===== src/rtl/axi4_beat_addr_gen.sv =====
// Expands AXI4 AW/AR address commands into a per-beat stream (address, ID, index, LAST)
// covering FIXED, INCR and WRAP arithmetic; a reserved burst or illegal WRAP length runs as INCR.
module axi4_beat_addr_gen #(
    parameter int ADDR_WIDTH = 32,
    parameter int ID_WIDTH   = 4
) (
    input  logic                  CLK,
    input  logic                  RESET,
    input  logic [ADDR_WIDTH-1:0] CMD_ADDR,
    input  logic [7:0]            CMD_LEN,
    input  logic [2:0]            CMD_SIZE,
    input  logic [1:0]            CMD_BURST,
    input  logic [ID_WIDTH-1:0]   CMD_ID,
    input  logic                  CMD_VALID,
    output logic                  CMD_READY,
    output logic [ADDR_WIDTH-1:0] BEAT_ADDR,
    output logic [ID_WIDTH-1:0]   BEAT_ID,
    output logic [7:0]            BEAT_IDX,
    output logic                  BEAT_LAST,
    output logic                  BEAT_VALID,
    input  logic                  BEAT_READY,
    output logic                  CMD_ERR
);

    typedef enum logic [0:0] {
        ST_IDLE = 1'b0,
        ST_BUSY = 1'b1
    } state_e;

    typedef enum logic [1:0] {
        MODE_FIXED = 2'b00,
        MODE_INCR  = 2'b01,
        MODE_WRAP  = 2'b10
    } mode_e;

    localparam logic [ADDR_WIDTH-1:0] ADDR_ONE = {{(ADDR_WIDTH-1){1'b0}}, 1'b1};

    state_e                state_q, state_d;
    mode_e                 mode_q, mode_d;
    logic [ADDR_WIDTH-1:0] addr_q, addr_d;
    logic [ADDR_WIDTH-1:0] lower_q, lower_d;
    logic [ADDR_WIDTH-1:0] upper_q, upper_d;
    logic [ID_WIDTH-1:0]   id_q, id_d;
    logic [7:0]            idx_q, idx_d;
    logic [7:0]            len_q, len_d;
    logic [2:0]            size_q, size_d;
    logic                  last_q, last_d;
    logic                  err_q, err_d;

    logic                  cmd_ready_s;
    logic                  accept_s;
    logic                  wrap_len_ok_s;
    logic                  cmd_bad_s;
    mode_e                 cmd_mode_s;
    logic [ADDR_WIDTH-1:0] cmd_wrap_bytes_s;
    logic [ADDR_WIDTH-1:0] cmd_lower_s;
    logic [ADDR_WIDTH-1:0] beat_incr_s;
    logic [ADDR_WIDTH-1:0] aligned_s;
    logic [ADDR_WIDTH-1:0] next_lin_s;
    logic [ADDR_WIDTH-1:0] next_addr_s;

    // Command decode: effective burst mode, error flag and wrap window of the offered command.
    always_comb begin
        wrap_len_ok_s    = (CMD_LEN == 8'd1) || (CMD_LEN == 8'd3) ||
                           (CMD_LEN == 8'd7) || (CMD_LEN == 8'd15);
        cmd_bad_s        = 1'b0;
        cmd_mode_s       = MODE_INCR;
        case (CMD_BURST)
            2'b00: cmd_mode_s = MODE_FIXED;
            2'b01: cmd_mode_s = MODE_INCR;
            2'b10: begin
                if (wrap_len_ok_s) begin
                    cmd_mode_s = MODE_WRAP;
                end else begin
                    cmd_mode_s = MODE_INCR;
                    cmd_bad_s  = 1'b1;
                end
            end
            default: begin
                cmd_mode_s = MODE_INCR;
                cmd_bad_s  = 1'b1;
            end
        endcase
        cmd_wrap_bytes_s = (ADDR_WIDTH'(CMD_LEN) + ADDR_ONE) << CMD_SIZE;
        cmd_lower_s      = CMD_ADDR & ~(cmd_wrap_bytes_s - ADDR_ONE);
    end

    // Next beat address from the current beat: align, step, and fold back inside the wrap window.
    always_comb begin
        beat_incr_s = ADDR_ONE << size_q;
        aligned_s   = addr_q & ~(beat_incr_s - ADDR_ONE);
        next_lin_s  = aligned_s + beat_incr_s;
        case (mode_q)
            MODE_FIXED: next_addr_s = addr_q;
            MODE_WRAP:  next_addr_s = (next_lin_s == upper_q) ? lower_q : next_lin_s;
            default:    next_addr_s = next_lin_s;
        endcase
    end

    // Handshake: ready while idle, or on the final beat as it drains so commands chain without a bubble.
    always_comb begin
        if (state_q == ST_IDLE) begin
            cmd_ready_s = 1'b1;
        end else begin
            cmd_ready_s = BEAT_READY & last_q;
        end
        accept_s = CMD_VALID & cmd_ready_s;
    end

    // FSM next state and beat register updates.
    always_comb begin
        state_d = state_q;
        mode_d  = mode_q;
        addr_d  = addr_q;
        lower_d = lower_q;
        upper_d = upper_q;
        id_d    = id_q;
        idx_d   = idx_q;
        len_d   = len_q;
        size_d  = size_q;
        last_d  = last_q;
        err_d   = 1'b0;
        if (accept_s) begin
            state_d = ST_BUSY;
            mode_d  = cmd_mode_s;
            addr_d  = CMD_ADDR;
            lower_d = cmd_lower_s;
            upper_d = cmd_lower_s + cmd_wrap_bytes_s;
            id_d    = CMD_ID;
            idx_d   = 8'd0;
            len_d   = CMD_LEN;
            size_d  = CMD_SIZE;
            last_d  = (CMD_LEN == 8'd0);
            err_d   = cmd_bad_s;
        end else if ((state_q == ST_BUSY) && BEAT_READY) begin
            if (!last_q) begin
                addr_d = next_addr_s;
                idx_d  = idx_q + 8'd1;
                last_d = ((idx_q + 8'd1) == len_q);
            end else begin
                state_d = ST_IDLE;
            end
        end else begin
            state_d = state_q;
        end
    end

    // State and datapath registers with synchronous reset.
    always_ff @(posedge CLK) begin
        if (RESET) begin
            state_q <= ST_IDLE;
            mode_q  <= MODE_INCR;
            addr_q  <= {ADDR_WIDTH{1'b0}};
            lower_q <= {ADDR_WIDTH{1'b0}};
            upper_q <= {ADDR_WIDTH{1'b0}};
            id_q    <= {ID_WIDTH{1'b0}};
            idx_q   <= 8'd0;
            len_q   <= 8'd0;
            size_q  <= 3'd0;
            last_q  <= 1'b0;
            err_q   <= 1'b0;
        end else begin
            state_q <= state_d;
            mode_q  <= mode_d;
            addr_q  <= addr_d;
            lower_q <= lower_d;
            upper_q <= upper_d;
            id_q    <= id_d;
            idx_q   <= idx_d;
            len_q   <= len_d;
            size_q  <= size_d;
            last_q  <= last_d;
            err_q   <= err_d;
        end
    end

    assign CMD_READY  = cmd_ready_s;
    assign BEAT_VALID = (state_q == ST_BUSY);
    assign BEAT_ADDR  = addr_q;
    assign BEAT_ID    = id_q;
    assign BEAT_IDX   = idx_q;
    assign BEAT_LAST  = last_q;
    assign CMD_ERR    = err_q;

endmodule

===== config.mk =====
export PLATFORM = sky130hd
export DESIGN_NAME = axi4_beat_addr_gen
export DESIGN_NICKNAME = d
export VERILOG_FILES = /design/src/rtl/axi4_beat_addr_gen.sv
export SDC_FILE = /design/constraint.sdc
export NUM_CORES = 1
export LEC_CHECK = 0
export BUFFER_PORTS_ARGS = -buffer_cell sky130_fd_sc_hd__buf_2
export CELL_PAD_IN_SITES_DETAIL_PLACEMENT = 1
export CELL_PAD_IN_SITES_GLOBAL_PLACEMENT = 2
export CORE_UTILIZATION = 36
export CTS_CLUSTER_SIZE = 25
export DETAILED_ROUTE_END_ITERATION = 10
export PLACE_DENSITY_LB_ADDON = 0.25
export SLEW_MARGIN = 30
export SYNTH_ARGS = -nofsm -noshare
export SYNTH_HDL_FRONTEND = slang
export SYNTH_SLANG_ARGS = --single-unit

===== constraint.sdc =====
create_clock -name CLK -period 17.22 [get_ports CLK]
set_input_delay 3.444 -clock CLK [delete_from_list [all_inputs] [get_ports CLK]]
set_output_delay 3.444 -clock CLK [all_outputs]
set_load 0.05 [all_outputs]

==> results of run 1 <==
[synthesized netlist by cell type, types with 6 or more instances]
| cell | n | area (sq um) |
|---|---|---|
| sky130_fd_sc_hd__o21ai_0 | 45 | 225 |
| sky130_fd_sc_hd__nor3b_1 | 9 | 67.6 |
| sky130_fd_sc_hd__nand2b_1 | 16 | 100 |
| sky130_fd_sc_hd__a2111oi_2 | 8 | 120 |
| sky130_fd_sc_hd__mux2i_1 | 24 | 240 |
| sky130_fd_sc_hd__o31ai_1 | 9 | 67.6 |
| sky130_fd_sc_hd__buf_1 | 10 | 37.5 |
| sky130_fd_sc_hd__dfxtp_1 | 124 | 2480 |
| sky130_fd_sc_hd__nor2b_1 | 14 | 87.6 |
| sky130_fd_sc_hd__and3_1 | 22 | 138 |
| sky130_fd_sc_hd__a21oi_1 | 107 | 536 |
| sky130_fd_sc_hd__o21a_1 | 10 | 75.1 |
| sky130_fd_sc_hd__and4_1 | 10 | 87.6 |
| sky130_fd_sc_hd__a2111oi_0 | 9 | 78.8 |
| sky130_fd_sc_hd__nand4_1 | 11 | 68.8 |
| sky130_fd_sc_hd__a31oi_1 | 16 | 100 |
| sky130_fd_sc_hd__and2_1 | 33 | 206 |
| sky130_fd_sc_hd__clkbuf_1 | 62 | 233 |
| sky130_fd_sc_hd__o22ai_1 | 6 | 37.5 |
| sky130_fd_sc_hd__nor3_1 | 33 | 165 |
| sky130_fd_sc_hd__nand3_1 | 52 | 260 |
| sky130_fd_sc_hd__a211oi_1 | 27 | 203 |
| sky130_fd_sc_hd__or3_1 | 23 | 144 |
| sky130_fd_sc_hd__nor2_1 | 119 | 447 |
| sky130_fd_sc_hd__a21o_1 | 14 | 105 |
| sky130_fd_sc_hd__nor4_1 | 11 | 68.8 |
| sky130_fd_sc_hd__o21ai_1 | 23 | 115 |
| sky130_fd_sc_hd__o221ai_1 | 6 | 52.6 |
| sky130_fd_sc_hd__nand3b_1 | 8 | 60.1 |
| sky130_fd_sc_hd__or2_2 | 7 | 43.8 |
| sky130_fd_sc_hd__a211o_1 | 8 | 70.1 |
| sky130_fd_sc_hd__a22o_1 | 10 | 87.6 |
| sky130_fd_sc_hd__xnor2_1 | 61 | 534 |
| sky130_fd_sc_hd__xor2_1 | 31 | 272 |
| sky130_fd_sc_hd__ha_1 | 24 | 300 |
| sky130_fd_sc_hd__xnor3_1 | 12 | 270 |
| sky130_fd_sc_hd__buf_2 | 6 | 30.0 |
| sky130_fd_sc_hd__nand2_1 | 181 | 679 |
| sky130_fd_sc_hd__inv_1 | 36 | 135 |
[critical path: stages]
cell                       delay [ps]
sky130_fd_sc_hd__buf_2            210
sky130_fd_sc_hd__ha_1             280
sky130_fd_sc_hd__nand4_1          260
sky130_fd_sc_hd__o21a_1           270
sky130_fd_sc_hd__o21ai_0          300
sky130_fd_sc_hd__o21ai_0          230
sky130_fd_sc_hd__mux4_2           570
sky130_fd_sc_hd__or3_1            520
sky130_fd_sc_hd__nor3b_1          280
sky130_fd_sc_hd__xnor2_1          100
sky130_fd_sc_hd__and2_1           200
sky130_fd_sc_hd__ha_1             360
sky130_fd_sc_hd__and3_1           230
sky130_fd_sc_hd__a221oi_1         390
sky130_fd_sc_hd__o21ai_0          160
sky130_fd_sc_hd__a41oi_1          310
sky130_fd_sc_hd__a21oi_1          180
sky130_fd_sc_hd__nand4_1          240
sky130_fd_sc_hd__nor4_1           100
sky130_fd_sc_hd__xnor2_1          130
sky130_fd_sc_hd__a22o_1           200
[power by group through the flow]
stage | combinational (mW) | clock [mW] | sequential [mW]
after floorplan | 0.176 | 0 | 0.353
after global placement | 0.267 | 0 | 0.341
after detailed placement | 0.270 | 0 | 0.342
after CTS | 0.272 | 0.381 | 0.335
after global routing | 0.298 | 0.393 | 0.338
final | 0.274 | 0.378 | 0.336
[per-stage QoR]
step                      power [mW]  setup WS (ps)  instances  hold WS, ps
after floorplan                0.530           9060       1340          423
after global placement         0.608           8410       1742          441
after detailed placement       0.612           8230       1742          445
after CTS                      0.989           8650       1774          454
after global routing            1.03           8050       1774          481
final                          0.988           8570       1774          454
[flip-flops by register name (all words and copies together) (netlist names)]
name / count
CMD_ERR: 1
mode_q: 2
BEAT_VALID: 1
BEAT_ADDR: 32
len_q: 8
upper_q: 32
BEAT_IDX: 8
BEAT_ID: 4
lower_q: 32
size_q: 3
BEAT_LAST: 1
[area by class of cell]
class / count / area [sq um]
timing repair buffer: 115 / 613
tap: 372 / 465
fill: 3430 / 15800
sequential: 124 / 2480
clock buffer: 19 / 443
multi-input combinational: 1093 / 7060
inverter: 38 / 143
clock inverter: 13 / 164
[kinds of logic after synthesis]
kind of cell               count (synthesis)  share of synthesized area, %
and+or+nand+nor                          571                          28.1
xor gates and xnor gates                 106                          11.2
AOI/OAI and AO/OA                        358                          24.1
buffers and inverters                    123                          5.05
adders and majority gates                 24                          2.99
DFF                                      124                          24.8
muxes                                     34                          3.74
[per-layer routing]
metal  part of all wire, %  wire length (um)
met5                     0                 0
met4                   1.0               392
met3                   5.6              2130
met2                    44             16900
met1                    49             18600
[worst paths after layout]
| path | cells after the start | from | to |
|---|---|---|---|
| min reg2reg | 2 | lower_q[7] | lower_q[7] |
| min | 2 | lower_q[7] | lower_q[7] |
| max reg2reg | 16 | size_q[0] | BEAT_ADDR[12] |
| max | 21 | CMD_LEN[0] | upper_q[31] |
==> results by group, run 1 <==
Setup path
  – Critical path fanouts, max: 12
  – Required time at the worst-slack endpoint: 17520 ps
  – Launching element type of the critical path: input port
  – Category of the most critical setup path: in2reg
  – Arrival time of the worst setup path: 8960 ps
  – Setup slack of the most critical reg-to-reg path: 11360 ps
  – Worst setup EP type: flip-flop

STA
  – Unrepaired setup endpoints after global routing: false
  – Slew margin rel.: 35.9%
  – Peak Freq: 116 MHz
  – Post-route clock period utilization: 50.2%
  – Clock period minus final worst setup slack: 8650 ps
  – Summed negative setup slack over all endpoints: 0 ps
  – Transition at the pin with the smallest max-transition slack: 953 ps
  – Pins over their slew limit: 0
  – Number of hold violations in the final report: 0
  – Worst clock skew: 13.3 ps
  – Total of endpoints with negative setup slack in the final report: 0

Floorplanning
  – Die outline area: 0.0285 sq mm
  – Core region area: 0.0272 sq mm
  – Width of the die: 169 um
  – Height of the die: 169 um
  – Cell row count: 60
  – I/O pin cnt: 101
  – Initial Utilization: 36.9%

Logic synthesis
  – Netlist area before placement: 0.0100 sq mm
  – Post-synthesis instance total: 1340
  – EDFF count, synth: 0
  – Net count after synthesis: 1417
  – Ys async rst share: 0%
  – Mean instance size in the synthesized netlist: 7.48 sq um
  – Flip-flop and latch count after synthesis: 124
  – Most frequently used flop master after synthesis: sky130_fd_sc_hd__dfxtp_1
  – Yosys warnings: 0
  – Sequential-to-total area share from yosys stat: 24.8%
  – Count of different cell masters after synthesis: 83

Cells and area
  – Number of antenna repair diodes: 0
  – Fraction of final layout cells sized beyond drive strength 1: 12.8%
  – Most frequent cells in the layout: sky130_fd_sc_hd__nand2_1, sky130_fd_sc_hd__dfxtp_1, sky130_fd_sc_hd__nor2_1
  – Utilization after layout: 41.8%
  – Signed area change from the synthesized netlist to the final layout: 13.4%
  – Final-stage net count: 1466
  – Most frequent standard cell in the layout excluding fill and tap cells: sky130_fd_sc_hd__nand2_1
  – Final std cell area, no fill: 0.0114 sq mm

CTS
  – Clk pin slew, worst setup/hold paths: 60 ps
  – CTS H-tree depth: 4
  – CTS tree: done
  – Number of buffers inserted to repair setup after CTS: 0
  – Post-cts repair resize count: 0
  – Total number of clock tree sinks: 124
  – Total clock buffers created by CTS: 17
  – # hold bufs at CTS: 0
  – Clock network latency to the later pin of the worst-skew pair: 420 ps
  – Clock buffer depth: 2
  – Clock Tree Root: sky130_fd_sc_hd__clkbuf_16

Power
  – Total power per unit cell area: 86.9 mW/mm^2
  – Leakage power figure: 4.40 nW
  – NetSw: 0.348 mW
  – Sequential Power Share: 34.1%
  – Clock group share of total power: 38.2%
  – Cell-internal power: 0.640 mW
  – VDD IR-drop max: 0.0000607 V
  – Sw Share: 35.2%
  – Part of the total power dissipated in combinational logic: 27.7%

Global route
  – Peak-usage layer in the global routing report: met2
  – Met1 layer usage reported by global route: 39.3%
  – Grt total ovfl: 0
  – GR Layer Usage met3: 3.27%
  – Maximum number of pins on one net before global-route repair: 60
  – Antenna violations before repair: 1
  – Number of global-route vias before repair: 10000
  – Overall routing resource usage: 27.0%
  – GR Util met2: 42.5%
  – First-pass GRT wire length: 59500 um

Flow run
  – Max-cap viol count: 0

Route
  – Drt total wl: 38000 um
  – Remaining routing DRC violations: 0
  – Detailed Route Iter0 Violations: 809
  – Drt first pass iters: 5
  – Total via count in the routed design: 10300
  – Vias per inst: 5.78
  – WL/cell: 21.4 um
  – Number of nets with antenna violations after routing: 0

Placed design
  – Input/output buffers: 100
  – Gp weighted congestion: 0.894
  – DPL Wire Length: 28700 um
  – Post-DP Area: 0.0108 sq mm

Run status
  – Result of the run: complete, no violations

Min path
  – Worst min-delay path class: reg2reg
Power figures use the tool's default switching activity.
==> inputs of run 2 (changes only) <==
Settings changed: CORE_UTILIZATION 36 to 35.
Clock period 17.22 ns to 8 ns, I/O delays scaled along.
==> run 2 against run 1 <==
Against the previous run: via count grew 0.84%; count of clock-buffer cells in the layout is the same; non-clock buffer count grew 1; total power grew 120%; final cell count grew 0.39%; sequential share of layout area is essentially flat; worst hold slack lost 5.9 ps; global-route usage shrank 0.15 points; largest cell class unchanged; routed wire length grew 1.3%.
==> results by group, run 2 (synthesis results as in run 1) <==
Run status
  – Result of the run: complete, no violations (unchanged)

STA
  – Peak Freq: 149 MHz
  – Unrepaired setup endpoints after global routing: false (unchanged)
  – Post-route clock period utilization: 83.8%
  – Transition at the pin with the smallest max-transition slack: 1010 ps (was 953 ps)
  – Final setup margin: 1300 ps (was 8570 ps)
  – Slew margin rel.: 31.2% (was 35.9%)
  – Worst clock skew: 13.6 ps (was 13.3 ps)
  – Clock period minus final worst setup slack: 6700 ps
  – Total of endpoints with negative setup slack in the final report: 0 (unchanged)
  – Number of hold violations in the final report: 0 (unchanged)
  – Pins over their slew limit: 0 (unchanged)
  – Summed negative setup slack over all endpoints: 0 ps (unchanged)

Route
  – Drt first pass iters: 5 (unchanged)
  – Total via count in the routed design: 10300 (about the same)
  – Drt total wl: 38500 um (was 38000 um)
  – Vias per inst: 5.81 (was 5.78)
  – Remaining routing DRC violations: 0 (unchanged)
  – WL/cell: 21.6 um (was 21.4 um)
  – Number of nets with antenna violations after routing: 0 (unchanged)
  – Detailed Route Iter0 Violations: 647 (was 809)

Setup path
  – Critical path fanouts, max: 12 (unchanged)
  – Worst setup EP type: flip-flop (unchanged)
  – Critical Path Start: CMD_LEN[0] (unchanged)
  – Launching element type of the critical path: input port (unchanged)
  – Category of the most critical setup path: in2reg (unchanged)
  – Required time at the worst-slack endpoint: 8300 ps (was 17520 ps)
  – Beginning of the worst register-to-register path: size_q[0] (unchanged)
  – Arrival time of the worst setup path: 7010 ps (was 8960 ps)
  – Setup slack of the most critical reg-to-reg path: 2340 ps (was 11360 ps)

Cells and area
  – Number of antenna repair diodes: 0 (unchanged)
  – Signed area change from the synthesized netlist to the final layout: 13.6% (was 13.4%)
  – Final std cell area, no fill: 0.0114 sq mm (about the same)
  – Fraction of final layout cells sized beyond drive strength 1: 12.8% (about the same)
  – Most frequent cells in the layout: sky130_fd_sc_hd__nand2_1, sky130_fd_sc_hd__dfxtp_1, sky130_fd_sc_hd__nor2_1 (unchanged)
  – Most frequent standard cell in the layout excluding fill and tap cells: sky130_fd_sc_hd__nand2_1 (unchanged)
  – Final-stage net count: 1467 (was 1466)

CTS
  – Clock buffer depth: 2 (unchanged)
  – CTS tree: done (unchanged)
  – Total clock buffers created by CTS: 17 (unchanged)
  – Number of buffers inserted to repair setup after CTS: 0 (unchanged)
  – Clock Tree Root: sky130_fd_sc_hd__clkbuf_16 (unchanged)
  – Clock network latency to the later pin of the worst-skew pair: 430 ps (was 420 ps)
  – Total number of clock tree sinks: 124 (unchanged)
  – Clk pin slew, worst setup/hold paths: 60 ps (about the same)
  – CTS H-tree depth: 4 (unchanged)
  – # hold bufs at CTS: 0 (unchanged)
  – Post-cts repair resize count: 0 (unchanged)

Min path
  – Worst min-delay path class: reg2reg (unchanged)
  – Startpoint of the lowest-slack hold path: lower_q[7] (unchanged)

Placed design
  – Gp weighted congestion: 0.891 (was 0.894)
  – Post-DP Area: 0.0108 sq mm (about the same)
  – Placement Setup Slack: 868 ps (was 8230 ps)
  – Input/output buffers: 100 (unchanged)
  – DPL Wire Length: 29100 um (was 28700 um)

Floorplanning
  – Core region area: 0.0280 sq mm (was 0.0272 sq mm)
  – I/O pin cnt: 101 (unchanged)
  – Die outline area: 0.0293 sq mm (was 0.0285 sq mm)
  – Height of the die: 171 um (was 169 um)
  – Width of the die: 171 um (was 169 um)
  – Initial Utilization: 35.8% (was 36.9%)
  – Cell row count: 61 (was 60)

Power
  – Total power per unit cell area: 188 mW/mm^2 (was 86.9 mW/mm^2)
  – Leakage power figure: 4.40 nW (about the same)
  – VDD IR-drop max: 0.000133 V (was 0.0000607 V)

Global route
  – Overall routing resource usage: 26.9% (was 27.0%)
  – Maximum number of pins on one net before global-route repair: 59 (was 60)
  – Antenna violations before repair: 0 (was 1)
  – Number of global-route vias before repair: 10300 (was 10000)
  – Grt total ovfl: 0 (unchanged)
  – First-pass GRT wire length: 60200 um (was 59500 um)

Flow run
  – Max-cap viol count: 0 (unchanged)
-- run 2: cell count changes in the layout (fill, tap and decap cells not counted), sizes merged --
cell / delta
inv: -1
buf: +1
clkinvlp: +1
bufinv: +1
clkinv: -1
-- run 2: final timing paths --
path | depth (start not counted) | to
worst max register to register | 16 | BEAT_ADDR[15]
worst min-delay path | 2 | lower_q[7]
worst max-delay path | 20 | upper_q[28]
worst min register to register | 2 | lower_q[7]
-- run 2: critical path: stages --
cell and delay, ps:
sky130_fd_sc_hd__buf_2 200, sky130_fd_sc_hd__ha_1 280, sky130_fd_sc_hd__nand4_1 280, sky130_fd_sc_hd__o21a_1 290
sky130_fd_sc_hd__o21ai_0 270, sky130_fd_sc_hd__o21ai_0 230, sky130_fd_sc_hd__mux4_2 570, sky130_fd_sc_hd__or3_1 520
sky130_fd_sc_hd__or3_1 340, sky130_fd_sc_hd__and3_1 190, sky130_fd_sc_hd__ha_1 380, sky130_fd_sc_hd__and3_1 190
sky130_fd_sc_hd__and3_1 210, sky130_fd_sc_hd__o211ai_1 120, sky130_fd_sc_hd__a21boi_1 270, sky130_fd_sc_hd__a221o_1 240
sky130_fd_sc_hd__nand3_1 260, sky130_fd_sc_hd__nor4_1 320, sky130_fd_sc_hd__xnor2_1 160, sky130_fd_sc_hd__o21ai_1 80
-- run 2: where the power goes --
part,switching [mW],leakage [nW],internal (mW)
Sequential,0.0613,1.02,0.662
Combinational,0.376,3.09,0.215
Clock,0.308,0.294,0.523
Total,0.746,4.40,1.40
-- run 2: area by class of cell --
class	count	area (sq um)
Multi-Input combinational cell	1093	7050
Tap cell	378	473
Sequential cell	124	2480
Inverter	38	143
Fill cell	3477	16600
Timing Repair Buffer	116	621
Clock buffer	19	433
Clock inverter	13	191
-- run 2: stage by stage --
stage          total power [mW]  cells  hold slack (ps)  utilization (%)
2_1_floorplan              1.14   1340              423                -
5_1_grt                    2.24   1781              478             40.7
4_1_cts                    2.15   1781              451             40.7
6_report                   2.15   1781              448             40.7
3_3_place_gp               1.31   1749              433             38.4
3_5_place_dp               1.32   1749              443             38.4
-- run 2: metal layers --
metal	up-vias	GRT usage [%]	wire, um
met3	54	4.19	1920
met4	0	8.04	909
met2	261	42.0	17000
li1	4938	-	-
met1	5094	37.7	18700
met5	-	0	0
==> inputs of run 3 (changes only) <==
Settings changed: ABC_AREA set to 1, CORE_UTILIZATION 35 to 31.
Clock period 8 ns to 6.7 ns, I/O delays scaled along.
==> run 3 against run 2 <==
Against the previous run: worst setup slack lost 29 ps; combinational power is 11% higher; clock skew shrank 3.2 ps; first-iteration DRC count rose by 15%; critical path depth increased by 13; final cell count grew 17%.
==> results by group, run 3 <==
Run status
  – Result of the run: complete, no violations (unchanged)

STA
  – Post-route clock period utilization: 81.1%
  – Pins over their slew limit: 0 (unchanged)
  – Peak Freq: 184 MHz
  – Number of hold violations in the final report: 0 (unchanged)
  – Clock period minus final worst setup slack: 5430 ps
  – Summed negative setup slack over all endpoints: 0 ps (unchanged)
  – Worst clock skew: 10.4 ps (was 13.6 ps)
  – Total of endpoints with negative setup slack in the final report: 0 (unchanged)
  – Unrepaired setup endpoints after global routing: false (unchanged)
  – Transition at the pin with the smallest max-transition slack: 919 ps (was 1010 ps)
  – Hold slack: 459 ps (was 448 ps)
  – Final setup margin: 1270 ps (was 1300 ps)
  – Slew margin rel.: 38.7% (was 31.2%)

Power
  – Leakage power figure: 5.37 nW (was 4.40 nW)
  – Total power per unit cell area: 234 mW/mm^2 (was 188 mW/mm^2)
  – VDD IR-drop max: 0.000125 V (was 0.000133 V)
  – Final Power: 2.54 mW (was 2.15 mW)

Setup path
  – Most numerous cell on the critical path: sky130_fd_sc_hd__nand2_1 (was sky130_fd_sc_hd__and3_1)
  – Critical path fanouts, max: 6 (was 12)
  – Required time at the worst-slack endpoint: 6990 ps (was 8300 ps)
  – Worst Reg-to-Reg Cells: 22 (was 16)
  – Arrival time of the worst setup path: 5730 ps (was 7010 ps)
  – Category of the most critical setup path: in2reg (unchanged)
  – Launching element type of the critical path: input port (unchanged)
  – Crit path largest cell delay: 360 ps (was 570 ps)
  – Worst setup EP type: flip-flop (unchanged)
  – Crit path max-delay cell type: sky130_fd_sc_hd__ha_1 (was sky130_fd_sc_hd__mux4_2)

Route
  – Drt total wl: 37200 um (was 38500 um)
  – Total via count in the routed design: 10400 (was 10300)
  – Vias per inst: 5.00 (was 5.81)
  – Drt first pass iters: 5 (unchanged)
  – Detailed Route Iter0 Violations: 745 (was 647)
  – Remaining routing DRC violations: 0 (unchanged)
  – WL/cell: 17.8 um (was 21.6 um)
  – Number of nets with antenna violations after routing: 0 (unchanged)

Logic synthesis
  – Count of different cell masters after synthesis: 47 (was 83)
  – Most frequently used flop master after synthesis: sky130_fd_sc_hd__dfxtp_1 (unchanged)
  – Ys async rst share: 0% (unchanged)
  – Yosys warnings: 0 (unchanged)
  – Flip-flop and latch count after synthesis: 124 (unchanged)
  – EDFF count, synth: 0 (unchanged)
  – Area fraction of the dominant cell type after synthesis: 26.4% (was 24.8%)
  – Biggest area consumer among synthesized cells: sky130_fd_sc_hd__dfxtp_1 (unchanged)
  – Net count after synthesis: 1683 (was 1417)
  – Netlist area before placement: 0.00939 sq mm (was 0.0100 sq mm)
  – Sequential-to-total area share from yosys stat: 26.4% (was 24.8%)
  – Most common cell in the synthesized netlist: sky130_fd_sc_hd__nand2_1 (unchanged)
  – Leading cell types by total area after synthesis: sky130_fd_sc_hd__dfxtp_1, sky130_fd_sc_hd__nand2_1, sky130_fd_sc_hd__nand3_1 (was sky130_fd_sc_hd__dfxtp_1, sky130_fd_sc_hd__nand2_1, sky130_fd_sc_hd__a21oi_1)
  – Post-synthesis instance total: 1606 (was 1340)
  – Mean instance size in the synthesized netlist: 5.85 sq um (was 7.48 sq um)
  – Leading post-synthesis cells by instance count: sky130_fd_sc_hd__nand2_1, sky130_fd_sc_hd__inv_1, sky130_fd_sc_hd__nand3_1 (was sky130_fd_sc_hd__nand2_1, sky130_fd_sc_hd__dfxtp_1, sky130_fd_sc_hd__nor2_1)

Floorplanning
  – Core region area: 0.0297 sq mm (was 0.0280 sq mm)
  – Initial Utilization: 31.6% (was 35.8%)
  – Height of the die: 176 um (was 171 um)
  – Cell row count: 63 (was 61)
  – I/O pin cnt: 101 (unchanged)
  – Die outline area: 0.0310 sq mm (was 0.0293 sq mm)
  – Width of the die: 176 um (was 171 um)

CTS
  – Clk pin slew, worst setup/hold paths: 60 ps (about the same)
  – Clock buffer depth: 2 (unchanged)
  – Clock Tree Root: sky130_fd_sc_hd__clkbuf_16 (unchanged)
  – CTS tree: done (unchanged)
  – # hold bufs at CTS: 0 (unchanged)
  – Post-cts repair resize count: 0 (unchanged)
  – CTS H-tree depth: 4 (unchanged)
  – Total clock buffers created by CTS: 17 (unchanged)
  – Total number of clock tree sinks: 124 (unchanged)
  – Number of buffers inserted to repair setup after CTS: 0 (unchanged)
  – Clock network latency to the later pin of the worst-skew pair: 430 ps (about the same)

Flow run
  – Max-cap viol count: 0 (unchanged)

Cells and area
  – Most frequent standard cell in the layout excluding fill and tap cells: sky130_fd_sc_hd__nand2_1 (unchanged)
  – Non-filler cells in the finished layout: 2086 (was 1781)
  – Signed area change from the synthesized netlist to the final layout: 15.7% (was 13.6%)
  – Number of filler cells placed in the layout: 4061 (was 3477)
  – Final-stage net count: 1760 (was 1467)
  – Most frequent cells in the layout: sky130_fd_sc_hd__nand2_1, sky130_fd_sc_hd__inv_1, sky130_fd_sc_hd__nand3_1 (was sky130_fd_sc_hd__nand2_1, sky130_fd_sc_hd__dfxtp_1, sky130_fd_sc_hd__nor2_1)
  – Fraction of final layout cells sized beyond drive strength 1: 10.2% (was 12.8%)

Global route
  – Number of global-route vias before repair: 10200 (was 10300)
  – Maximum number of pins on one net before global-route repair: 70 (was 59)
  – Grt total ovfl: 0 (unchanged)
  – Antenna violations before repair: 4 (was 0)
  – Overall routing resource usage: 24.6% (was 26.9%)
  – First-pass GRT wire length: 58800 um (was 60200 um)

Placed design
  – DPL Wire Length: 28800 um (was 29100 um)
  – Input/output buffers: 100 (unchanged)
  – Placement Setup Slack: 858 ps (was 868 ps)
  – Gp weighted congestion: 0.851 (was 0.891)
  – Post-placement cell count: 2054 (was 1749)

Min path
  – Worst min-delay path class: reg2reg (unchanged)
  – Cell depth of the worst hold path: 2 (unchanged)
## run 3: cell count changes after synthesis, moves of 17 or more
| cell | delta |
|---|---|
| sky130_fd_sc_hd__nand2_1 | +343 |
| sky130_fd_sc_hd__inv_1 | +172 |
| sky130_fd_sc_hd__nand3_1 | +138 |
| sky130_fd_sc_hd__o21ai_0 | +64 |
| sky130_fd_sc_hd__xnor2_1 | -53 |
| sky130_fd_sc_hd__a21oi_1 | -46 |
| sky130_fd_sc_hd__and2_1 | -32 |
| sky130_fd_sc_hd__a211oi_1 | -26 |
| sky130_fd_sc_hd__clkbuf_1 | -26 |
| sky130_fd_sc_hd__mux2i_1 | -24 |
| sky130_fd_sc_hd__or3_1 | -23 |
| sky130_fd_sc_hd__and3_1 | -22 |
| sky130_fd_sc_hd__o21ai_1 | -17 |
## run 3: through the flow
stage	utilization (%)	cell area [sq um]
after global routing	36.6	10900
after detailed placement	34.4	10200
after global placement	34.4	10200
after floorplan	-	9390
final	36.6	10900
after CTS	36.6	10900
## run 3: cells by family (layout without fill, tap and decap cells)
group	after synthesis	after routing	synth area share [%]
AND/OR/NAND/NOR	925	925	41.7
AO/OA/AOI/OAI	228	228	13.5
other	0	1	0
buffers and inverters	272	361	11.3
flip-flops	124	124	26.4
XOR/XNOR	33	33	3.83
adder cells (fa/ha/maj)	24	24	3.20
## run 3: path summary, 6_finish.rpt
| check | startpoint | slack [ps] | endpoint |
|---|---|---|---|
| min | lower_q[16] | 460 | lower_q[16] |
| max | CMD_LEN[0] | 1270 | upper_q[23] |
| max reg2reg | size_q[2] | 2080 | BEAT_ADDR[27] |
| min reg2reg | lower_q[16] | 460 | lower_q[16] |
## run 3: power breakdown
part / total (mW) / switching, mW / internal (mW)
Sequential: 0.851 / 0.0566 / 0.794
Combinational: 0.658 / 0.463 / 0.195
Clock: 1.03 / 0.384 / 0.646
Total: 2.54 / 0.904 / 1.64
## run 3: worst max-delay path, delay by kind of cell
| family | cells | cell delay [ps] |
|---|---|---|
| fa+ha+maj | 3 | 870 |
| simple gates | 18 | 2140 |
| compound gates | 5 | 720 |
| buf+inv | 7 | 650 |
## run 3: final cells by class
| cell class | count | area (sq um) | area share (%) |
|---|---|---|---|
| inverter | 221 | 830 | 7.64 |
| clock inverter | 12 | 186 | 1.72 |
| timing repair buffer | 109 | 568 | 5.23 |
| tap | 390 | 488 | 4.49 |
| multi-input combinational | 1210 | 5850 | 53.9 |
| clock buffer | 19 | 453 | 4.17 |
| sequential | 124 | 2480 | 22.8 |
| antenna | 1 | 2.50 | 0.0230 |
## run 3: metal layers
metal	GRT usage (%)	share of wire, %	vias up
met4	5.98	1.4	0
met3	3.29	3.8	27
met1	36.0	52	4878
met5	0	0	-
met2	37.8	43	188
li1	-	-	5333
